### config.mk
export PLATFORM = sky130hd
export DESIGN_NAME = mem_arbiter_flat
export DESIGN_NICKNAME = d
export VERILOG_FILES = /design/src/rtl/mem_arbiter_if.sv /design/src/rtl/mem_arbiter.sv /design/src/flat_wrapper.sv
export SDC_FILE = /design/constraint.sdc
export NUM_CORES = 1
export LEC_CHECK = 0
export ABC_AREA = 1
export BUFFER_PORTS_ARGS = -buffer_cell sky130_fd_sc_hd__buf_2
export CORE_AREA = 3 3 295 297
export CTS_CLUSTER_DIAMETER = 150
export CTS_CLUSTER_SIZE = 8
export DETAILED_ROUTE_END_ITERATION = 6
export DIE_AREA = 0 0 298 300
export HOLD_SLACK_MARGIN = 0.06
export PLACE_DENSITY_LB_ADDON = 0.08
export SYNTH_ARGS = -nofsm -noshare
export SYNTH_HDL_FRONTEND = slang
export SYNTH_SLANG_ARGS = --single-unit
### constraint.sdc
create_clock -name clk -period 1.5 [get_ports clk]
set_input_delay 0.075 -clock clk [delete_from_list [all_inputs] [get_ports clk]]
set_output_delay 0.075 -clock clk [all_outputs]
set_load 0.005 [all_outputs]
### src/rtl/mem_arbiter_if.sv
// Bus bundle between the two cache miss paths, the off-chip memory port and
// the arbiter. The arbiter takes the slave view; whatever surrounds it
// (caches plus memory model) takes the master view.
//
// Handshake: a cache raises its request (i_read / d_read / d_write) as a
// level together with address and data, and holds it until the matching
// *_ready pulse. A request counts only when the arbiter samples it in IDLE.
// Memory sees mem_read/mem_write as a level held until it answers with
// mem_ready, which carries mem_rdata on the same edge. *_ready is a single-cycle
// pulse, and the paired *_rdata is valid during that pulse.
interface mem_arbiter_if #(
  parameter int ADDR_W = 28,
  parameter int DATA_W = 128
);
  logic              i_read;
  logic [ADDR_W-1:0] i_addr;
  logic [DATA_W-1:0] i_rdata;
  logic              i_ready;
  logic              d_read;
  logic              d_write;
  logic [ADDR_W-1:0] d_addr;
  logic [DATA_W-1:0] d_wdata;
  logic [DATA_W-1:0] d_rdata;
  logic              d_ready;
  logic              mem_read;
  logic              mem_write;
  logic [ADDR_W-1:0] mem_addr;
  logic [DATA_W-1:0] mem_wdata;
  logic [DATA_W-1:0] mem_rdata;
  logic              mem_ready;
  logic              busy;
  logic              timeout_err;
  logic [15:0]       busy_cycles;
  logic [1:0]        state_dbg;

  modport slave (
    input  i_read, i_addr, d_read, d_write, d_addr, d_wdata, mem_rdata, mem_ready,
    output i_rdata, i_ready, d_rdata, d_ready, mem_read, mem_write, mem_addr,
           mem_wdata, busy, timeout_err, busy_cycles, state_dbg
  );

  modport master (
    output i_read, i_addr, d_read, d_write, d_addr, d_wdata, mem_rdata, mem_ready,
    input  i_rdata, i_ready, d_rdata, d_ready, mem_read, mem_write, mem_addr,
           mem_wdata, busy, timeout_err, busy_cycles, state_dbg
  );
endinterface

### src/rtl/mem_arbiter.sv
// Two-way arbiter sharing one off-chip memory port between the I-cache and
// D-cache. One transaction at a time, alternating grant on ties, registered
// memory command, one-cycle ready pulse, sticky watchdog and a saturating
// busy-cycle counter. state_dbg exposes the FSM state (0 IDLE, 1 SERVE_I,
// 2 SERVE_D, 3 DONE).
module mem_arbiter #(
  parameter int ADDR_W  = 28,
  parameter int DATA_W  = 128,
  parameter int TIMEOUT = 1023
) (
  input  logic          clk,
  input  logic          rst,
  mem_arbiter_if.slave  bus
);

  typedef enum logic [1:0] {IDLE = 2'd0, SERVE_I = 2'd1, SERVE_D = 2'd2, DONE = 2'd3} state_t;

  localparam int WAIT_W = $clog2(TIMEOUT + 1);
  localparam logic [WAIT_W-1:0] WAIT_LAST = WAIT_W'(TIMEOUT - 1);
  localparam logic [WAIT_W-1:0] WAIT_MAX  = WAIT_W'(TIMEOUT);

  state_t            state_q;
  logic              last_grant_q;  // 0: I-cache, 1: D-cache
  logic              mem_read_q;
  logic              mem_write_q;
  logic [ADDR_W-1:0] mem_addr_q;
  logic [DATA_W-1:0] mem_wdata_q;
  logic [DATA_W-1:0] i_rdata_q;
  logic [DATA_W-1:0] d_rdata_q;
  logic              i_ready_q;
  logic              d_ready_q;
  logic              timeout_err_q;
  logic [WAIT_W-1:0] wait_q;
  logic [WAIT_W-1:0] wait_d;
  logic [15:0]       busy_cycles_q;
  logic [15:0]       busy_cycles_d;
  logic              req_i;
  logic              req_d;
  logic              grant_i;
  logic              grant_d;

  // Grant decode: on a tie the side that did not win last time gets the port.
  always_comb begin
    req_i   = bus.i_read;
    req_d   = bus.d_read | bus.d_write;
    grant_d = req_d & (~req_i | ~last_grant_q);
    grant_i = req_i & ~grant_d;
  end

  // Next values for the watchdog and busy counters, both saturating.
  always_comb begin
    wait_d = (wait_q == WAIT_MAX) ? wait_q : wait_q + WAIT_W'(1);
    busy_cycles_d = busy_cycles_q;
    if (state_q != IDLE && busy_cycles_q != 16'hFFFF) begin
      busy_cycles_d = busy_cycles_q + 16'd1;
    end
  end

  // Arbitration FSM with all outputs registered.
  always_ff @(posedge clk or negedge rst) begin
    if (!rst) begin
      state_q       <= IDLE;
      last_grant_q  <= 1'b0;
      mem_read_q    <= 1'b0;
      mem_write_q   <= 1'b0;
      mem_addr_q    <= '0;
      mem_wdata_q   <= '0;
      i_rdata_q     <= '0;
      d_rdata_q     <= '0;
      i_ready_q     <= 1'b0;
      d_ready_q     <= 1'b0;
      timeout_err_q <= 1'b0;
      wait_q        <= '0;
      busy_cycles_q <= '0;
    end else begin
      i_ready_q     <= 1'b0;
      d_ready_q     <= 1'b0;
      busy_cycles_q <= busy_cycles_d;
      case (state_q)
        IDLE: begin
          wait_q <= '0;
          if (grant_d) begin
            // Read and write together is a write-back; the read is dropped.
            state_q      <= SERVE_D;
            last_grant_q <= 1'b1;
            mem_addr_q   <= bus.d_addr;
            mem_wdata_q  <= bus.d_wdata;
            mem_write_q  <= bus.d_write;
            mem_read_q   <= bus.d_read & ~bus.d_write;
          end else if (grant_i) begin
            state_q      <= SERVE_I;
            last_grant_q <= 1'b0;
            mem_addr_q   <= bus.i_addr;
            mem_read_q   <= 1'b1;
            mem_write_q  <= 1'b0;
          end
        end
        SERVE_I, SERVE_D: begin
          if (bus.mem_ready) begin
            if (state_q == SERVE_I) begin
              i_rdata_q <= bus.mem_rdata;
              i_ready_q <= 1'b1;
            end else begin
              if (mem_read_q) d_rdata_q <= bus.mem_rdata;
              d_ready_q <= 1'b1;
            end
            mem_read_q  <= 1'b0;
            mem_write_q <= 1'b0;
            state_q     <= DONE;
          end else begin
            // Flag once TIMEOUT cycles have passed without an answer; keep waiting.
            if (wait_q == WAIT_LAST) timeout_err_q <= 1'b1;
            wait_q <= wait_d;
          end
        end
        default: begin
          state_q <= IDLE;
        end
      endcase
    end
  end

  assign bus.mem_read    = mem_read_q;
  assign bus.mem_write   = mem_write_q;
  assign bus.mem_addr    = mem_addr_q;
  assign bus.mem_wdata   = mem_wdata_q;
  assign bus.i_rdata     = i_rdata_q;
  assign bus.d_rdata     = d_rdata_q;
  assign bus.i_ready     = i_ready_q;
  assign bus.d_ready     = d_ready_q;
  assign bus.busy        = (state_q != IDLE);
  assign bus.timeout_err = timeout_err_q;
  assign bus.busy_cycles = busy_cycles_q;
  assign bus.state_dbg   = state_q;

endmodule

### src/flat_wrapper.sv
// flat-port wrapper written by rule: the top's interface ports become plain ports
module mem_arbiter_flat 
#(
  parameter int ADDR_W  = 28,
  parameter int DATA_W  = 128,
  parameter int TIMEOUT = 1023
)
  (clk, rst, bus_i_read, bus_i_addr, bus_d_read, bus_d_write, bus_d_addr, bus_d_wdata, bus_mem_rdata, bus_mem_ready, bus_i_rdata, bus_i_ready, bus_d_rdata, bus_d_ready, bus_mem_read, bus_mem_write, bus_mem_addr, bus_mem_wdata, bus_busy, bus_timeout_err, bus_busy_cycles, bus_state_dbg);
  mem_arbiter_if #(.ADDR_W(ADDR_W), .DATA_W(DATA_W)) bus_i ();
  input  logic clk;
  input  logic rst;
  input wire logic [$bits(bus_i.i_read)-1:0] bus_i_read;
  input wire logic [$bits(bus_i.i_addr)-1:0] bus_i_addr;
  input wire logic [$bits(bus_i.d_read)-1:0] bus_d_read;
  input wire logic [$bits(bus_i.d_write)-1:0] bus_d_write;
  input wire logic [$bits(bus_i.d_addr)-1:0] bus_d_addr;
  input wire logic [$bits(bus_i.d_wdata)-1:0] bus_d_wdata;
  input wire logic [$bits(bus_i.mem_rdata)-1:0] bus_mem_rdata;
  input wire logic [$bits(bus_i.mem_ready)-1:0] bus_mem_ready;
  output wire logic [$bits(bus_i.i_rdata)-1:0] bus_i_rdata;
  output wire logic [$bits(bus_i.i_ready)-1:0] bus_i_ready;
  output wire logic [$bits(bus_i.d_rdata)-1:0] bus_d_rdata;
  output wire logic [$bits(bus_i.d_ready)-1:0] bus_d_ready;
  output wire logic [$bits(bus_i.mem_read)-1:0] bus_mem_read;
  output wire logic [$bits(bus_i.mem_write)-1:0] bus_mem_write;
  output wire logic [$bits(bus_i.mem_addr)-1:0] bus_mem_addr;
  output wire logic [$bits(bus_i.mem_wdata)-1:0] bus_mem_wdata;
  output wire logic [$bits(bus_i.busy)-1:0] bus_busy;
  output wire logic [$bits(bus_i.timeout_err)-1:0] bus_timeout_err;
  output wire logic [$bits(bus_i.busy_cycles)-1:0] bus_busy_cycles;
  output wire logic [$bits(bus_i.state_dbg)-1:0] bus_state_dbg;
  assign bus_i.i_read = bus_i_read;
  assign bus_i.i_addr = bus_i_addr;
  assign bus_i.d_read = bus_d_read;
  assign bus_i.d_write = bus_d_write;
  assign bus_i.d_addr = bus_d_addr;
  assign bus_i.d_wdata = bus_d_wdata;
  assign bus_i.mem_rdata = bus_mem_rdata;
  assign bus_i.mem_ready = bus_mem_ready;
  assign bus_i_rdata = bus_i.i_rdata;
  assign bus_i_ready = bus_i.i_ready;
  assign bus_d_rdata = bus_i.d_rdata;
  assign bus_d_ready = bus_i.d_ready;
  assign bus_mem_read = bus_i.mem_read;
  assign bus_mem_write = bus_i.mem_write;
  assign bus_mem_addr = bus_i.mem_addr;
  assign bus_mem_wdata = bus_i.mem_wdata;
  assign bus_busy = bus_i.busy;
  assign bus_timeout_err = bus_i.timeout_err;
  assign bus_busy_cycles = bus_i.busy_cycles;
  assign bus_state_dbg = bus_i.state_dbg;
  mem_arbiter #(.ADDR_W(ADDR_W), .DATA_W(DATA_W), .TIMEOUT(TIMEOUT)) u_core (.clk(clk), .rst(rst), .bus(bus_i));
endmodule
# --- After elaboration in Yosys (flattened, before gate mapping) ---
# Cells that the tools add are included.
totals:
  wordCells: 72
  inputBits: 318
  register_bits: 446
classes:
  eq_ne: 9
  reduce_logical: 14
  bitwise_logic: 11
  mux: 23
  n_addsub: 2
op_table:
  columns: ["op", "count"]
  rows:
  - ["28-bit 2-to-1 mux", 2]
  - ["10-bit == test (second input constant)", 2]
  - ["10-bit 2-to-1 mux", 2]
  - ["10-bit one-hot mux with 2 select lines", 1]
  - ["16-bit by 1-bit adder with 16-bit output (second input constant)", 1]
  - ["16-bit != test (second input constant)", 1]
  - ["1-bit 2-to-1 mux", 12]
  - ["3-bit AND reduction", 4]
  - ["10-bit by 1-bit adder with 10-bit output (second input constant)", 1]
  - ["2-bit 2-to-1 mux", 3]
  - ["2-bit != test (second input constant)", 3]
  - ["1-bit inverter", 6]
  - ["2-bit AND reduction", 3]
  - ["2-bit nonzero test", 3]
  - ["1-bit one-hot mux with 2 select lines", 2]
  - ["2-bit one-hot mux with 2 select lines", 1]
  - ["4-bit AND reduction", 1]
  - ["1-bit AND", 3]
  - ["3-bit by 1-bit != test with 1-bit output (second input constant)", 1]
  - ["2-bit by 1-bit == test with 1-bit output (second input constant)", 1]
  - ["2-bit == test (second input constant)", 1]
  - ["2-bit zero test", 1]
  - ["1-bit OR", 2]
  - ["2-bit OR reduction", 1]
  - ["1-bit logical AND", 1]

# --- Depth between registers and ports, before layout ---
logic_depth:
  ltp_word: 8
  mapped_depth: 10

# --- Worst setup path after synthesis ---
# No wires, ideal clock.
synth_path:
  path_kind: "reg-to-reg"
  from: "register u_core.state_q[0], in the netlist u_core.bus.state_dbg[0]"
  to: "register u_core.d_rdata_q[28], in the netlist u_core.bus.d_rdata[28]"
  setup_time_ps: 131
  arrival_ps: 1563
  slack_ps: -194
  stages_incl_launch_ff: 10
  cell_sequence: "dfrtp_1 -> inv_1 -> ha_1 -> buf_4 -> nand2_1 -> nor2_2 -> nand2_1 -> buf_2 -> clkbuf_1 -> o21ai_0"
synth_between:
  elab_chain_len: 3
synth_rtl:
  columns: ["item", "line_no", "rtl"]
  rows:
  - ["start, declared", "mem_arbiter.sv:22", "state_t state_q;"]
  - ["start signal, assigned", "mem_arbiter.sv:62", "state_q <= IDLE;"]
  - ["start signal, assigned", "mem_arbiter.sv:84", "state_q <= SERVE_D;"]
  - ["start signal, assigned", "mem_arbiter.sv:91", "state_q <= SERVE_I;"]
  - ["2-bit == test / 2-bit by 1-bit == test with 1-bit output (equally long branches)", "mem_arbiter.sv:79, mem_arbiter.sv:100", null]
  - ["2-bit OR reduction / 1-bit inverter (equally long branches)", null, null]
  - ["4-bit AND reduction (no source line) (*)", null, null]
  - ["end signal, assigned", "mem_arbiter.sv:104", "if (mem_read_q) d_rdata_q <= bus.mem_rdata;"]
  - ["end, declared", "mem_arbiter.sv:29", "logic [DATA_W-1:0] d_rdata_q;"]
# Every way passes the cells marked *; elsewhere a longest branch is shown, timed or not.
# A chain may end at the register's enable or synchronous reset.

# --- Worst setup path in the final report ---
layout_path:
  from: "register u_core.state_q[1], in the netlist u_core.bus.state_dbg[1]"
  to: "register u_core.wait_q[9]"
layout_between:
  elab_chain_len: 4
layout_rtl:
  columns: ["item", "line_no", "rtl"]
  rows:
  - ["2-bit == test / 2-bit by 1-bit == test with 1-bit output (equally long branches)", "mem_arbiter.sv:79", "case (state_q)"]
  - ["2-bit OR reduction", "mem_arbiter.sv:79", null]
  - ["2-bit != test (no source line) / 2-bit nonzero test (equally long branches)", null, null]
  - ["3-bit AND reduction (no source line)", null, null]
  - ["end signal, assigned", "mem_arbiter.sv:113", "wait_q <= wait_d;"]
  - ["end, declared", "mem_arbiter.sv:33", "logic [WAIT_W-1:0] wait_q;"]
# Several ways; a longest one is shown, not always the timed one.

==> impl_results.html <==
<table>
<tr><th>Metric</th><th>Value</th></tr>
<tr><th colspan="2">STA</th></tr>
<tr><td>Worst Tran Pin Value</td><td>0.495 ns</td></tr>
<tr><td>Final Max Tran Viols</td><td>0</td></tr>
<tr><td>Setup repair after global routing missed its margin</td><td>true</td></tr>
<tr><td>Clock skew</td><td>0.0259 ns</td></tr>
<tr><td>Final worst-path cycle share</td><td>1.12</td></tr>
<tr><td>Minimum setup slack in the final design</td><td>-0.187 ns</td></tr>
<tr><td>Final hold vios</td><td>0</td></tr>
<tr><td>Worst slew margin relative to its limit</td><td>0.670</td></tr>
<tr><td>Highest clock frequency the design can meet</td><td>593 MHz</td></tr>
<tr><td>Setup Viol. Count Final</td><td>420</td></tr>
<tr><td>Final Critical Period</td><td>1.69 ns</td></tr>
<tr><th colspan="2">Synth</th></tr>
<tr><td>Prevailing post-synth register cell</td><td>dfrtp_1</td></tr>
<tr><td>Share of the yosys chip area belonging to registers</td><td>0.613</td></tr>
<tr><td>Instance count of the mapped netlist</td><td>1,953</td></tr>
<tr><td>Post-synth top cells</td><td>nand2_1, dfrtp_1, inv_1, o21ai_0, o21ai_2</td></tr>
<tr><td>Mapped Area</td><td>0.0182 mm^2</td></tr>
<tr><td>Yosys cell types</td><td>27</td></tr>
<tr><td>Per-instance average area after synthesis</td><td>9.33 um^2</td></tr>
<tr><td>Post-synthesis adder-cell area fraction</td><td>0.00412</td></tr>
<tr><td>Post-Synth Simple-Gate Area</td><td>0.130</td></tr>
<tr><td>Top area cells in the synthesized netlist</td><td>dfrtp_1, nand2_1, o21ai_0</td></tr>
<tr><td>Multiplexer share of the synthesized area</td><td>0</td></tr>
<tr><td>Yosys top cell by area</td><td>dfrtp_1</td></tr>
<tr><td>Post-Synthesis Net Count</td><td>2,277</td></tr>
<tr><td>Main combinational cell family by area after synthesis</td><td>compound AO/OA/AOI/OAI gates</td></tr>
<tr><td>Most common cell in the synthesized netlist</td><td>nand2_1</td></tr>
<tr><td>Share of flip-flops with an asynchronous set or reset after synthesis</td><td>1.00</td></tr>
<tr><td>Portion of synthesized cell area occupied by the leading cell type</td><td>0.613</td></tr>
<tr><td>Number of synthesized flops with an enable pin</td><td>0</td></tr>
<tr><td>Yosys warning total</td><td>0</td></tr>
<tr><td>Yosys reg bits</td><td>446</td></tr>
<tr><td>Post-Synth XOR/XNOR Area</td><td>0.00529</td></tr>
<tr><td>Synthesized-area fraction occupied by ao, oa, aoi and oai cells</td><td>0.149</td></tr>
<tr><th colspan="2">Global route</th></tr>
<tr><td>Maximum number of pins on one net before global-route repair</td><td>69</td></tr>
<tr><td>Antenna violations before repair</td><td>1</td></tr>
<tr><td>Number of global-route vias before repair</td><td>17,900</td></tr>
<tr><td>Remaining Overflow, GRT</td><td>0</td></tr>
<tr><td>Global-route wire length before repair</td><td>108 mm</td></tr>
<tr><td>GRT Util Overall</td><td>0.154</td></tr>
<tr><th colspan="2">Routing</th></tr>
<tr><td>Total number of vias</td><td>17,200</td></tr>
<tr><td>Per-cell via count in the routed design</td><td>4.00</td></tr>
<tr><td>Aggregate routed wire length</td><td>75.2 mm</td></tr>
<tr><td>Residual DRC</td><td>0</td></tr>
<tr><td>Drt pass-1 iters</td><td>5</td></tr>
<tr><td>ANT nets after route</td><td>0</td></tr>
<tr><td>Violation count after the first detailed-route iteration</td><td>834</td></tr>
<tr><td>Average routed wire per standard cell</td><td>17.5 um</td></tr>
<tr><th colspan="2">Place</th></tr>
<tr><td>Detailed placer's ending HPWL</td><td>52.5 mm</td></tr>
<tr><td>Count of buffers inserted at the top-level ports</td><td>753</td></tr>
<tr><td>Number of placed instances with taps included</td><td>3,858</td></tr>
<tr><td>Final Wtd Congestion</td><td>0.807</td></tr>
<tr><th colspan="2">Floorplanning</th></tr>
<tr><td>Standard cell core area</td><td>0.0849 mm^2</td></tr>
<tr><td>Cell Rows</td><td>107</td></tr>
<tr><td>Die outline area</td><td>0.0894 mm^2</td></tr>
<tr><td>Horiz. Die Dim</td><td>298 um</td></tr>
<tr><td>Top-Level Pins</td><td>754</td></tr>
<tr><td>Starting utilization of the core area</td><td>0.215</td></tr>
<tr><td>DIE HEIGHT</td><td>300 um</td></tr>
<tr><th colspan="2">Cells and area</th></tr>
<tr><td>Area growth from synthesis to final layout</td><td>67.5%</td></tr>
<tr><td>Count of placed standard cells in the final layout, fillers left out</td><td>4,290</td></tr>
<tr><td>Area used by sequential logic in the layout</td><td>0.0112 mm^2</td></tr>
<tr><td>Area of combinational cells with multiple inputs</td><td>0.00599 mm^2</td></tr>
<tr><td>Number of nets in the layout</td><td>3,469</td></tr>
<tr><td>Antenna diode count</td><td>0</td></tr>
<tr><td>Share of final-layout standard cells stronger than drive strength 1</td><td>0.407</td></tr>
<tr><td>Number of inserted filler cells in the final layout</td><td>8,822</td></tr>
<tr><th colspan="2">Power</th></tr>
<tr><td>Power density over the cells</td><td>1870 mW/mm^2</td></tr>
<tr><td>Maximum vdd ir drop</td><td>0.865 mV</td></tr>
<tr><td>Leakage Power</td><td>16.1 nW</td></tr>
<tr><td>Post-layout power</td><td>57.1 mW</td></tr>
<tr><th colspan="2">Critical path</th></tr>
<tr><td>Required @ worst endpoint</td><td>1.99 ns</td></tr>
<tr><td>Crit path capture type</td><td>flip-flop</td></tr>
<tr><td>Arrival time of data at the critical path endpoint</td><td>2.18 ns</td></tr>
<tr><td>Kind of start point of the critical path</td><td>flip-flop</td></tr>
<tr><td>Startpoint of the most critical setup path</td><td>u_core.bus.state_dbg[1]$_DFFE_PN0P_</td></tr>
<tr><td>Critical path class</td><td>reg -&gt; reg</td></tr>
<tr><td>R2r startpoint</td><td>u_core.bus.state_dbg[1]$_DFFE_PN0P_</td></tr>
<tr><td>Crit-path max FO</td><td>6</td></tr>
<tr><th colspan="2">Run</th></tr>
<tr><td>Maximum capacitance violations</td><td>0</td></tr>
<tr><th colspan="2">Outcome</th></tr>
<tr><td>Outcome</td><td>complete, but fails checks</td></tr>
<tr><td>Violated checks</td><td>setup timing</td></tr>
<tr><th colspan="2">Clock network</th></tr>
<tr><td>Number of buffers created by CTS</td><td>61</td></tr>
<tr><td>Clock-pin slew on the worst setup and hold paths</td><td>0.06 ns</td></tr>
<tr><td>CTS tree</td><td>yes</td></tr>
<tr><td>Skew-Pair Late Insertion Delay</td><td>0.62 ns</td></tr>
<tr><td>Total number of H-tree levels</td><td>2</td></tr>
<tr><td>Clock Root Buffer</td><td>clkbuf_16</td></tr>
<tr><td>Max Root-Sink Buffers</td><td>3</td></tr>
<tr><td>Number of clock sinks</td><td>446</td></tr>
<tr><th colspan="2">Min path</th></tr>
<tr><td>Hold crit path type</td><td>in -&gt; reg</td></tr>
<tr><td>Launch instance of the worst min-delay path</td><td>bus_mem_rdata[7]</td></tr>
</table>
[logic make-up (layout without fill, tap and decap cells)]
family	Yosys count	count (layout)
flip-flops	446	446
AND/OR/NAND/NOR	613	613
buffers and inverters	413	1606
XOR/XNOR	11	11
adder cells (fa/ha/maj)	6	6
AO/OA/AOI/OAI	464	464
[stage by stage]
stage / setup slack (ns) / cell area (um^2) / hold slack, ns / setup TNS (ns) / utilization
2_1_floorplan: -0.0965 / 18800 / -0.221 / -19.28 / -
3_3_place_gp: -0.265 / 24200 / -0.0197 / -50.08 / 0.285
3_5_place_dp: -0.261 / 24200 / -0.0207 / -48.86 / 0.285
4_1_cts: -0.221 / 29200 / 0.148 / -46.48 / 0.344
5_1_grt: -0.276 / 30500 / 0.227 / -77.16 / 0.359
6_report: -0.187 / 30500 / 0.252 / -37.65 / 0.359
[area by class of cell]
| type | instances | share of cell area |
|---|---|---|
| multi-input cells | 1094 | 0.196 |
| inverters | 311 | 0.0385 |
| flip-flops and latches | 446 | 0.366 |
| well taps | 1144 | 0.0469 |
| clock buffers | 62 | 0.0505 |
| repair buffers | 1231 | 0.301 |
| clock inverters | 2 | 0.00152 |
[per-layer routing]
metal	part of all wire	wire, um	GRT usage
met1	0.39	29200	0.176
met2	0.52	39100	0.281
met5	0	0	0
met4	0.032	2400	0.0493
met3	0.059	4440	0.0400
[worst paths after layout]
check                           depth (start not counted)                                  to  slack, ns
worst max-delay path                                   10        u_core.wait_q[9]$_DFFE_PN0P_      -0.19
worst min-delay path                                    4   u_core.bus.d_rdata[7]$_DFFE_PN0P_       0.25
worst max register to register                         10        u_core.wait_q[9]$_DFFE_PN0P_      -0.19
worst min register to register                          1  u_core.bus.timeout_err$_DFFE_PN0P_       0.46
max in group asynchronous                               4  u_core.bus.i_rdata[22]$_DFFE_PN0P_       0.20
min in group asynchronous                               3  u_core.bus.d_rdata[53]$_DFFE_PN0P_       0.46
[where the power goes]
group | total (mW) | internal (mW) | switching, mW
Clock | 12.4 | 7.14 | 5.22
Combinational | 24.1 | 11.5 | 12.6
Sequential | 20.6 | 17.3 | 3.30
[flip-flops by register name, indices dropped and copies added, names as in the netlist]
| signal | flops |
|---|---|
| u_core.bus.d_rdata | 128 |
| u_core.bus.i_rdata | 128 |
| u_core.bus.mem_wdata | 128 |
| u_core.bus.mem_addr | 28 |
| u_core.bus.busy_cycles | 16 |
| u_core.wait_q | 10 |
| u_core.bus.state_dbg | 2 |
| u_core.bus.d_ready | 1 |
| u_core.bus.i_ready | 1 |
| u_core.bus.mem_read | 1 |
| u_core.bus.mem_write | 1 |
| u_core.bus.timeout_err | 1 |
| u_core.last_grant_q | 1 |
[worst max-delay path: stages, from the launching register on]
cell       delay, ns
dfrtp_1         0.39
inv_2           0.10
ha_4            0.22
buf_8           0.13
buf_12          0.12
inv_6           0.04
nor2_4          0.04
buf_6           0.12
a21oi_4         0.18
clkbuf_16       0.18
o21ai_0         0.07
[layout by cell type, fill, tap and decap left out, drive strengths merged, types with 6 or more instances in the layout]
master         n
nand4          6
ha             6
inv          311
clkbuf        88
dfrtp        446
o21ai        431
nand3         20
buf          887
nand2        526
xnor2          7
dlygate4sd3  318
a21oi         32
nor2          57
[repair_timing]
item / CTS / global route
cloned: 1 / 34
endpoints found under the hold margin: 866 / 16
endpoints found under the setup margin: 428 / 461
hold buffers: 318 / 1
gates resized for setup: 24 / 221
setup buffers: 9 / 6
pin swaps: 4 / 4
No activity file was read; power rests on OpenSTA's default activity.
